### config.mk
export PLATFORM = sky130hd
export DESIGN_NAME = dpic_mem_master_flat
export DESIGN_NICKNAME = d
export VERILOG_FILES = /design/src/rtl/dpic_mem_master_if.sv /design/src/rtl/dpic_mem_master.sv /design/src/flat_wrapper.sv
export SDC_FILE = /design/constraint.sdc
export NUM_CORES = 1
export LEC_CHECK = 0
export CAP_MARGIN = 20
export CORE_ASPECT_RATIO = 0.8
export CORE_MARGIN = 4
export CORE_UTILIZATION = 35
export DETAILED_ROUTE_END_ITERATION = 6
export PLACE_DENSITY = 0.67
export SETUP_SLACK_MARGIN = 0.05
export SLEW_MARGIN = 10
export SYNTH_ARGS = -nofsm -noshare
export SYNTH_HDL_FRONTEND = slang
export SYNTH_SLANG_ARGS = --single-unit
### constraint.sdc
create_clock -name clk -period 21.4 [get_ports clk]
set_input_delay 5.35 -clock clk [delete_from_list [all_inputs] [get_ports clk]]
set_output_delay 5.35 -clock clk [all_outputs]
set_load 0.1 [all_outputs]
### src/rtl/dpic_mem_master_if.sv
// Request/response and memory-port bundle for dpic_mem_master.
//   req_*   : one load/store request from the LSU/EXU (valid/ready)
//   resp_*  : load data / error back to the pipeline (valid/ready)
//   mem_rd_*: read port of the DPI-C memory (sampled at posedge, data next cycle)
//   mem_we_*: write port of the DPI-C memory (one-cycle strobe)
// modport master: the initiator (dpic_mem_master); modport slave: everything around it.
interface dpic_mem_master_if #(
    parameter int unsigned ADDR_W = 64
);
    localparam int unsigned DATA_W = 64;
    localparam int unsigned MASK_W = 8;

    logic              req_valid;
    logic              req_ready;
    logic              req_wen;
    logic [1:0]        req_size;
    logic              req_signed;
    logic [ADDR_W-1:0] req_addr;
    logic [DATA_W-1:0] req_wdata;

    logic              resp_valid;
    logic              resp_ready;
    logic [DATA_W-1:0] resp_rdata;
    logic              resp_err;

    logic              mem_rd_en;
    logic [ADDR_W-1:0] mem_rd_addr;
    logic [DATA_W-1:0] mem_rd_data;

    logic              mem_we_en;
    logic [ADDR_W-1:0] mem_we_addr;
    logic [DATA_W-1:0] mem_we_data;
    logic [MASK_W-1:0] mem_we_mask;

    modport master (
        input  req_valid, req_wen, req_size, req_signed, req_addr, req_wdata,
        output req_ready,
        output resp_valid, resp_rdata, resp_err,
        input  resp_ready,
        output mem_rd_en, mem_rd_addr,
        input  mem_rd_data,
        output mem_we_en, mem_we_addr, mem_we_data, mem_we_mask
    );

    modport slave (
        output req_valid, req_wen, req_size, req_signed, req_addr, req_wdata,
        input  req_ready,
        input  resp_valid, resp_rdata, resp_err,
        output resp_ready,
        input  mem_rd_en, mem_rd_addr,
        output mem_rd_data,
        input  mem_we_en, mem_we_addr, mem_we_data, mem_we_mask
    );
endinterface

### src/rtl/dpic_mem_master.sv
// Single-outstanding load/store initiator for the DPI-C simulation memory.
// Accepts one request in IDLE, performs a one-cycle write or a read with
// one cycle of memory latency, and returns lane-extracted, sign/zero-extended
// load data. Misaligned requests are answered with resp_err and never touch memory.
// Ports:
//   clk  : clock, all state on posedge
//   rst  : asynchronous active-high reset
//   bus  : dpic_mem_master_if.master (request, response and memory ports)
module dpic_mem_master #(
    parameter int unsigned ADDR_W = 64
) (
    input  logic                clk,
    input  logic                rst,
    dpic_mem_master_if.master   bus
);
    localparam int unsigned DATA_W = 64;
    localparam int unsigned MASK_W = 8;
    localparam int unsigned OFF_W  = 3;

    typedef enum logic [2:0] {
        S_IDLE,
        S_WRITE,
        S_READ,
        S_RD_WAIT,
        S_RESP
    } state_t;

    state_t state;
    state_t state_nxt;

    logic [OFF_W-1:0]  ld_off;
    logic [1:0]        ld_size;
    logic              ld_signed;

    logic              misaligned_c;
    logic [MASK_W-1:0] size_mask_c;
    logic [DATA_W-1:0] shifted_c;
    logic [DATA_W-1:0] lane_c;

    // Natural-alignment check: low log2(size) address bits must be zero.
    always_comb begin
        misaligned_c = 1'b0;
        case (bus.req_size)
            2'd0:    misaligned_c = 1'b0;
            2'd1:    misaligned_c = bus.req_addr[0];
            2'd2:    misaligned_c = |bus.req_addr[1:0];
            default: misaligned_c = |bus.req_addr[2:0];
        endcase
    end

    // Low-justified byte mask for the store size.
    always_comb begin
        size_mask_c = MASK_W'(8'h00);
        case (bus.req_size)
            2'd0:    size_mask_c = MASK_W'(8'h01);
            2'd1:    size_mask_c = MASK_W'(8'h03);
            2'd2:    size_mask_c = MASK_W'(8'h0F);
            default: size_mask_c = MASK_W'(8'hFF);
        endcase
    end

    // Load lane extraction: bring the addressed bytes down, then extend.
    always_comb begin
        shifted_c = bus.mem_rd_data >> {ld_off, 3'b000};
        lane_c    = shifted_c;
        case (ld_size)
            2'd0:    lane_c = {{56{ld_signed & shifted_c[7]}},  shifted_c[7:0]};
            2'd1:    lane_c = {{48{ld_signed & shifted_c[15]}}, shifted_c[15:0]};
            2'd2:    lane_c = {{32{ld_signed & shifted_c[31]}}, shifted_c[31:0]};
            default: lane_c = shifted_c;
        endcase
    end

    // State register.
    always_ff @(posedge clk or posedge rst) begin
        if (rst) begin
            state <= S_IDLE;
        end else begin
            state <= state_nxt;
        end
    end

    // Next-state logic.
    always_comb begin
        state_nxt = state;
        case (state)
            S_IDLE: begin
                if (bus.req_valid) begin
                    if (misaligned_c) begin
                        state_nxt = S_RESP;
                    end else if (bus.req_wen) begin
                        state_nxt = S_WRITE;
                    end else begin
                        state_nxt = S_READ;
                    end
                end
            end
            S_WRITE:   state_nxt = S_RESP;
            S_READ:    state_nxt = S_RD_WAIT;
            S_RD_WAIT: state_nxt = S_RESP;
            S_RESP: begin
                if (bus.resp_ready) begin
                    state_nxt = S_IDLE;
                end
            end
            default:   state_nxt = S_IDLE;
        endcase
    end

    // Strobes and handshakes decoded from the state register; req_ready is
    // additionally held low while reset is asserted.
    always_comb begin
        bus.req_ready  = 1'b0;
        bus.resp_valid = 1'b0;
        bus.mem_rd_en  = 1'b0;
        bus.mem_we_en  = 1'b0;
        case (state)
            S_IDLE:  bus.req_ready  = ~rst;
            S_WRITE: bus.mem_we_en  = 1'b1;
            S_READ:  bus.mem_rd_en  = 1'b1;
            S_RESP:  bus.resp_valid = 1'b1;
            default: ;
        endcase
    end

    // Request capture, load result and response registers.
    always_ff @(posedge clk or posedge rst) begin
        if (rst) begin
            bus.resp_rdata  <= '0;
            bus.resp_err    <= 1'b0;
            bus.mem_rd_addr <= '0;
            bus.mem_we_addr <= '0;
            bus.mem_we_data <= '0;
            bus.mem_we_mask <= '0;
            ld_off          <= '0;
            ld_size         <= '0;
            ld_signed       <= 1'b0;
        end else begin
            case (state)
                S_IDLE: begin
                    if (bus.req_valid) begin
                        if (misaligned_c) begin
                            bus.resp_err   <= 1'b1;
                            bus.resp_rdata <= '0;
                        end else if (bus.req_wen) begin
                            bus.mem_we_addr <= bus.req_addr;
                            bus.mem_we_data <= bus.req_wdata;
                            bus.mem_we_mask <= size_mask_c;
                        end else begin
                            bus.mem_rd_addr <= {bus.req_addr[ADDR_W-1:OFF_W], OFF_W'(0)};
                            ld_off          <= bus.req_addr[OFF_W-1:0];
                            ld_size         <= bus.req_size;
                            ld_signed       <= bus.req_signed;
                        end
                    end
                end
                S_RD_WAIT: begin
                    bus.resp_rdata <= lane_c;
                end
                S_RESP: begin
                    if (bus.resp_ready) begin
                        bus.resp_rdata <= '0;
                        bus.resp_err   <= 1'b0;
                    end
                end
                default: ;
            endcase
        end
    end
endmodule

### src/flat_wrapper.sv
// flat-port wrapper written by rule: the top's interface ports become plain ports
module dpic_mem_master_flat 
#(
    parameter int unsigned ADDR_W = 64
)
  (clk, rst, bus_req_valid, bus_req_wen, bus_req_size, bus_req_signed, bus_req_addr, bus_req_wdata, bus_req_ready, bus_resp_valid, bus_resp_rdata, bus_resp_err, bus_resp_ready, bus_mem_rd_en, bus_mem_rd_addr, bus_mem_rd_data, bus_mem_we_en, bus_mem_we_addr, bus_mem_we_data, bus_mem_we_mask);
  dpic_mem_master_if #(.ADDR_W(ADDR_W)) bus_i ();
  input  logic clk;
  input  logic rst;
  input wire logic [$bits(bus_i.req_valid)-1:0] bus_req_valid;
  input wire logic [$bits(bus_i.req_wen)-1:0] bus_req_wen;
  input wire logic [$bits(bus_i.req_size)-1:0] bus_req_size;
  input wire logic [$bits(bus_i.req_signed)-1:0] bus_req_signed;
  input wire logic [$bits(bus_i.req_addr)-1:0] bus_req_addr;
  input wire logic [$bits(bus_i.req_wdata)-1:0] bus_req_wdata;
  output wire logic [$bits(bus_i.req_ready)-1:0] bus_req_ready;
  output wire logic [$bits(bus_i.resp_valid)-1:0] bus_resp_valid;
  output wire logic [$bits(bus_i.resp_rdata)-1:0] bus_resp_rdata;
  output wire logic [$bits(bus_i.resp_err)-1:0] bus_resp_err;
  input wire logic [$bits(bus_i.resp_ready)-1:0] bus_resp_ready;
  output wire logic [$bits(bus_i.mem_rd_en)-1:0] bus_mem_rd_en;
  output wire logic [$bits(bus_i.mem_rd_addr)-1:0] bus_mem_rd_addr;
  input wire logic [$bits(bus_i.mem_rd_data)-1:0] bus_mem_rd_data;
  output wire logic [$bits(bus_i.mem_we_en)-1:0] bus_mem_we_en;
  output wire logic [$bits(bus_i.mem_we_addr)-1:0] bus_mem_we_addr;
  output wire logic [$bits(bus_i.mem_we_data)-1:0] bus_mem_we_data;
  output wire logic [$bits(bus_i.mem_we_mask)-1:0] bus_mem_we_mask;
  assign bus_i.req_valid = bus_req_valid;
  assign bus_i.req_wen = bus_req_wen;
  assign bus_i.req_size = bus_req_size;
  assign bus_i.req_signed = bus_req_signed;
  assign bus_i.req_addr = bus_req_addr;
  assign bus_i.req_wdata = bus_req_wdata;
  assign bus_req_ready = bus_i.req_ready;
  assign bus_resp_valid = bus_i.resp_valid;
  assign bus_resp_rdata = bus_i.resp_rdata;
  assign bus_resp_err = bus_i.resp_err;
  assign bus_i.resp_ready = bus_resp_ready;
  assign bus_mem_rd_en = bus_i.mem_rd_en;
  assign bus_mem_rd_addr = bus_i.mem_rd_addr;
  assign bus_i.mem_rd_data = bus_mem_rd_data;
  assign bus_mem_we_en = bus_i.mem_we_en;
  assign bus_mem_we_addr = bus_i.mem_we_addr;
  assign bus_mem_we_data = bus_i.mem_we_data;
  assign bus_mem_we_mask = bus_i.mem_we_mask;
  dpic_mem_master #(.ADDR_W(ADDR_W)) u_core (.clk(clk), .rst(rst), .bus(bus_i));
endmodule
Word-level counts from Yosys, hierarchy flattened:

Cells that the tools add are included.
Widths: inputs -> output; s select.

* input port bits: 200
* register bits after elaboration: 271
* output and inout bits: 269
* word-level logic and storage cells: 61

* mux-type cells: 20
* reduce and logical (&&, ||, !) cells: 13
* eq/ne operators: 11
* shift operators: 1
* bitwise logic cells: 6

Operators by type and width (number)
* $pmux 64 s3: 2
* $mux 64: 3
* $shr 64x6->64: 1
* $pmux 8 s3: 1
* $reduce_and 4->1: 4
* $pmux 3 s4: 1
* $mux 3: 3
* $mux 1: 7
* $eq 3x2->1 const B: 2
* $eq 2x1->1 const B: 2
* $eq 2x2->1 const B: 2
* $logic_not 2->1: 2
* $ne 2x2->1 const B: 2
* $reduce_or 2->1: 2
* $and 1x1->1: 3
* $eq 3x1->1 const B: 1
* $eq 3x3->1 const B: 1
* $logic_not 3->1: 1
* $not 1->1: 3
* $pmux 1 s3: 1
* $reduce_bool 3->1: 1
* $reduce_or 3->1: 1
* $mux 2: 1
* $ne 2x1->1 const B: 1
* 3 further kinds: 3

Logic depth before layout (Yosys ltp):

* depth after elaboration: 5
* depth in mapped cells: 9

Worst setup path after synthesis:

No wires, ideal clock.

* path kind: input-to-output
* start: input port rst
* end: output port bus_req_ready
* stages on the path: 1
* buffers on the path: 0
* data required time: 16050 ps
* slack: 9447 ps
* data arrival time: 6603 ps
* cells stage by stage: nor2_1

* word-level cells in the longest chain between the ends: 2

RTL lines
* start, declared: line flat_wrapper.sv:9 `input logic rst;`
* $not 1->1: line dpic_mem_master.sv:118 `S_IDLE: bus.req_ready = ~rst;`
* $mux 1: line dpic_mem_master.sv:117 `case (state)`
* end, declared: line flat_wrapper.sv:16 `output wire logic [$bits(bus_i.req_ready)-1:0] bus_req_ready;`

Every way passes these cells.

Worst setup path after layout:

Same ends and word-level chain as after synthesis.

==> run metrics <==
status complete, no violations; Critical Path AT 7570 ps; clock root cell clkbuf_16; initial antenna violation count 1; Crit. End Element primary output; cells on worst reg2reg path 6; CTS Buf Count 29; DIE WIDTH between 200 and 250 um; fin util 53.1%; cells after synthesis slightly above 900; # DRC 0; Layout fillers ~2,900; gr ovfl total 0; most frequent cells in the layout clkdlybuf4s50_1 (465), dfrtp_1 (266), mux2_2 (213); Ant. Diodes 0; initial DRC count between 800 and 900; relative slew slack between 20% and 30%; First-pass DRT Iterations 7; FMAX ~77 MHz; synthesis-to-layout area growth 49.8%; Tightest Pin Transition approximately 1100 ps; Post-CTS Setup Inserts 0; Tmin final ~13,000 ps; chip height approximately 170 um; vias in the first global route slightly below 10,000; Cell variety after synth 41; Initial Utilization 35.4%; first-pass GRT wire length approximately 61,000 um; Clk pin slew, worst setup/hold paths about 60 ps; drt total wl roughly 41,000 um; CTS tree yes; CP cell instances clkdlybuf4s50_1 -> nor2_1 -> clkdlybuf4s50_1; Critical R2R Capture u_core.bus.resp_rdata[47]; # rows 60; Cell Area, Synth between 10,000 and 15,000 um2; Port Buf Inserts approximately 470; Worst-Skew Late Latency between 500 and 600 ps; DR vias/cell a little over 5; # hold bufs at CTS 0; Die Footprint 37,100 um2; maxcap violations 0; met2 WL post-DR about 19,000 um; layout cells sized above 1 a little over a fifth; via count around 9,300; Worst Hold End u_core.bus.mem_we_mask[0]; nature of the critical path startpoint input port; met3 WL 3910 um; total negative setup slack 0 ps; Hold Startpoint u_core.bus.mem_we_mask[0]; Worst Hold Class reg2reg; slowest cell delay on critical path around 1200 ps; period utilization 60.4%; CP max-delay cell clkdlybuf4s50_1; total clock sinks 267; Core Area 33,600 um2; Top Layer Used met5; Critical Path Fanout Max 2; RSZ-0062 raised after global routing false; critical path's most frequent cell clkdlybuf4s50_1; CTS resizes 0; hpwl dp 29,400 um; Yosys reg bits 267; Synthesis Warnings 0; WHS Path Cells 1; Final #Nets 1,542; reg-to-reg setup timing slack 18,050 ps; critical path required time between 15,000 and 20,000 ps; Setup Crit Path Kind in2out; max-slew violation count 0; Wirelength per Cell 22.5 um; commonest non-fill, non-tap cell in the layout clkdlybuf4s50_1; CTS H-tree lvls 1; WL met1 16,800 um; worst r2r src u_core.ld_off[0]; Longest Clk Path Bufs 3; Hold Vio Cnt, Final 0; Setup-failing EPs final 0; gpl congestion roughly 0.9; Overall Global Routing Usage between 20% and 30%; antenna-violating nets left 0; IO Pins 469; Worst Skew 14.7 ps; largest net degree at the start of global routing 120; register area share after synthesis ~56%; Post-Syn Area per Cell 13.1 um2
-- Yosys cell counts --
library cell / count / area (um2)
a211o_1: 7 / 61.3
a21o_1: 1 / 7.51
a21oi_1: 17 / 85.1
a221o_1: 15 / 150
a22o_1: 35 / 307
a22oi_1: 8 / 60.1
a2bb2oi_1: 1 / 8.76
a31oi_1: 2 / 12.5
a31oi_4: 1 / 21.3
a32oi_1: 1 / 8.76
a41oi_1: 1 / 8.76
and2_1: 7 / 43.8
and3_4: 1 / 11.3
and4_1: 1 / 8.76
buf_1: 5 / 18.8
buf_2: 26 / 130
buf_4: 12 / 90.1
buf_6: 4 / 45.0
clkbuf_1: 28 / 105
conb_1: 1 / 3.75
dfrtp_1: 267 / 6680
inv_1: 6 / 22.5
mux2_2: 213 / 2400
mux2i_1: 29 / 290
mux4_2: 15 / 338
nand2_1: 62 / 233
nand2b_1: 6 / 37.5
nand3_1: 10 / 50.1
nand3b_1: 1 / 7.51
nor2_1: 37 / 139
nor2b_1: 3 / 18.8
nor3_1: 6 / 30.0
o211ai_1: 13 / 97.6
o21a_1: 9 / 67.6
o21ai_0: 50 / 250
o21ai_1: 1 / 5.00
o22a_1: 1 / 8.76
o22ai_1: 2 / 12.5
or2_2: 3 / 18.8
or3_1: 1 / 6.26
or4_4: 1 / 11.3
-- flip-flops by register name, indices dropped and copies added (netlist names) --
name	flops
u_core.ld_signed	1
u_core.bus.resp_err	1
u_core.state	3
u_core.bus.resp_rdata	64
u_core.bus.mem_we_addr	64
u_core.bus.mem_we_data	64
u_core.ld_off	3
u_core.ld_size	2
u_core.bus.mem_we_mask	4
u_core.bus.mem_rd_addr	61
-- stage by stage --
step,cells,setup WS (ps),hold WS [ps],area (um2)
after floorplan,912,8700,510,11900
after global placement,1744,8420,455,16800
after detailed placement,1744,8420,461,16800
after CTS,1797,8410,476,17800
after global routing,1798,8400,494,17800
final,1798,8480,473,17800
-- kinds of logic (layout without fill, tap and decap cells) --
logic type / Yosys count / count (layout) / synth area share [%]
buffers and inverters: 81 / 533 / 3.46
muxes: 257 / 257 / 25.4
and+or+nand+nor: 139 / 139 / 5.17
DFF: 267 / 267 / 56.1
AOI/OAI and AO/OA: 165 / 165 / 9.84
other: 1 / 3 / 0.0315
-- critical path, delay by kind of cell --
family	cells	cell delay (ps)
buffers and inverters	2	1780
and+or+nand+nor	1	430
-- worst max-delay path by stage --
stage,startpoint,to,slack [ps],cells past startpoint
after global routing,rst,bus_req_ready,8400,3
after floorplan,rst,u_core.bus.mem_rd_addr[10],8700,1
after detailed placement,rst,bus_req_ready,8420,3
after CTS,rst,bus_req_ready,8410,3
final,rst,bus_req_ready,8480,3
after global placement,rst,bus_req_ready,8420,3
-- per-layer routing --
| layer | track usage, % | vias up |
|---|---|---|
| met5 | 0 | - |
| met4 | 4.43 | 2 |
| met3 | 7.66 | 60 |
| met2 | 33.8 | 424 |
| met1 | 27.8 | 4641 |
| li1 | - | 4176 |
-- final cells by class --
type / count / area (um2) / share of cell area, %
inverters: 6 / 30.0 / 0.168
repair buffers: 474 / 4740 / 26.6
clock buffers: 43 / 888 / 4.98
flip-flops and latches: 267 / 6680 / 37.5
clock inverters: 10 / 110 / 0.617
multi-input cells: 564 / 4850 / 27.2
well taps: 434 / 543 / 3.04
Power is not shown: default switching activity piles up to over one toggle a cycle in this logic, so the estimate is an artifact.
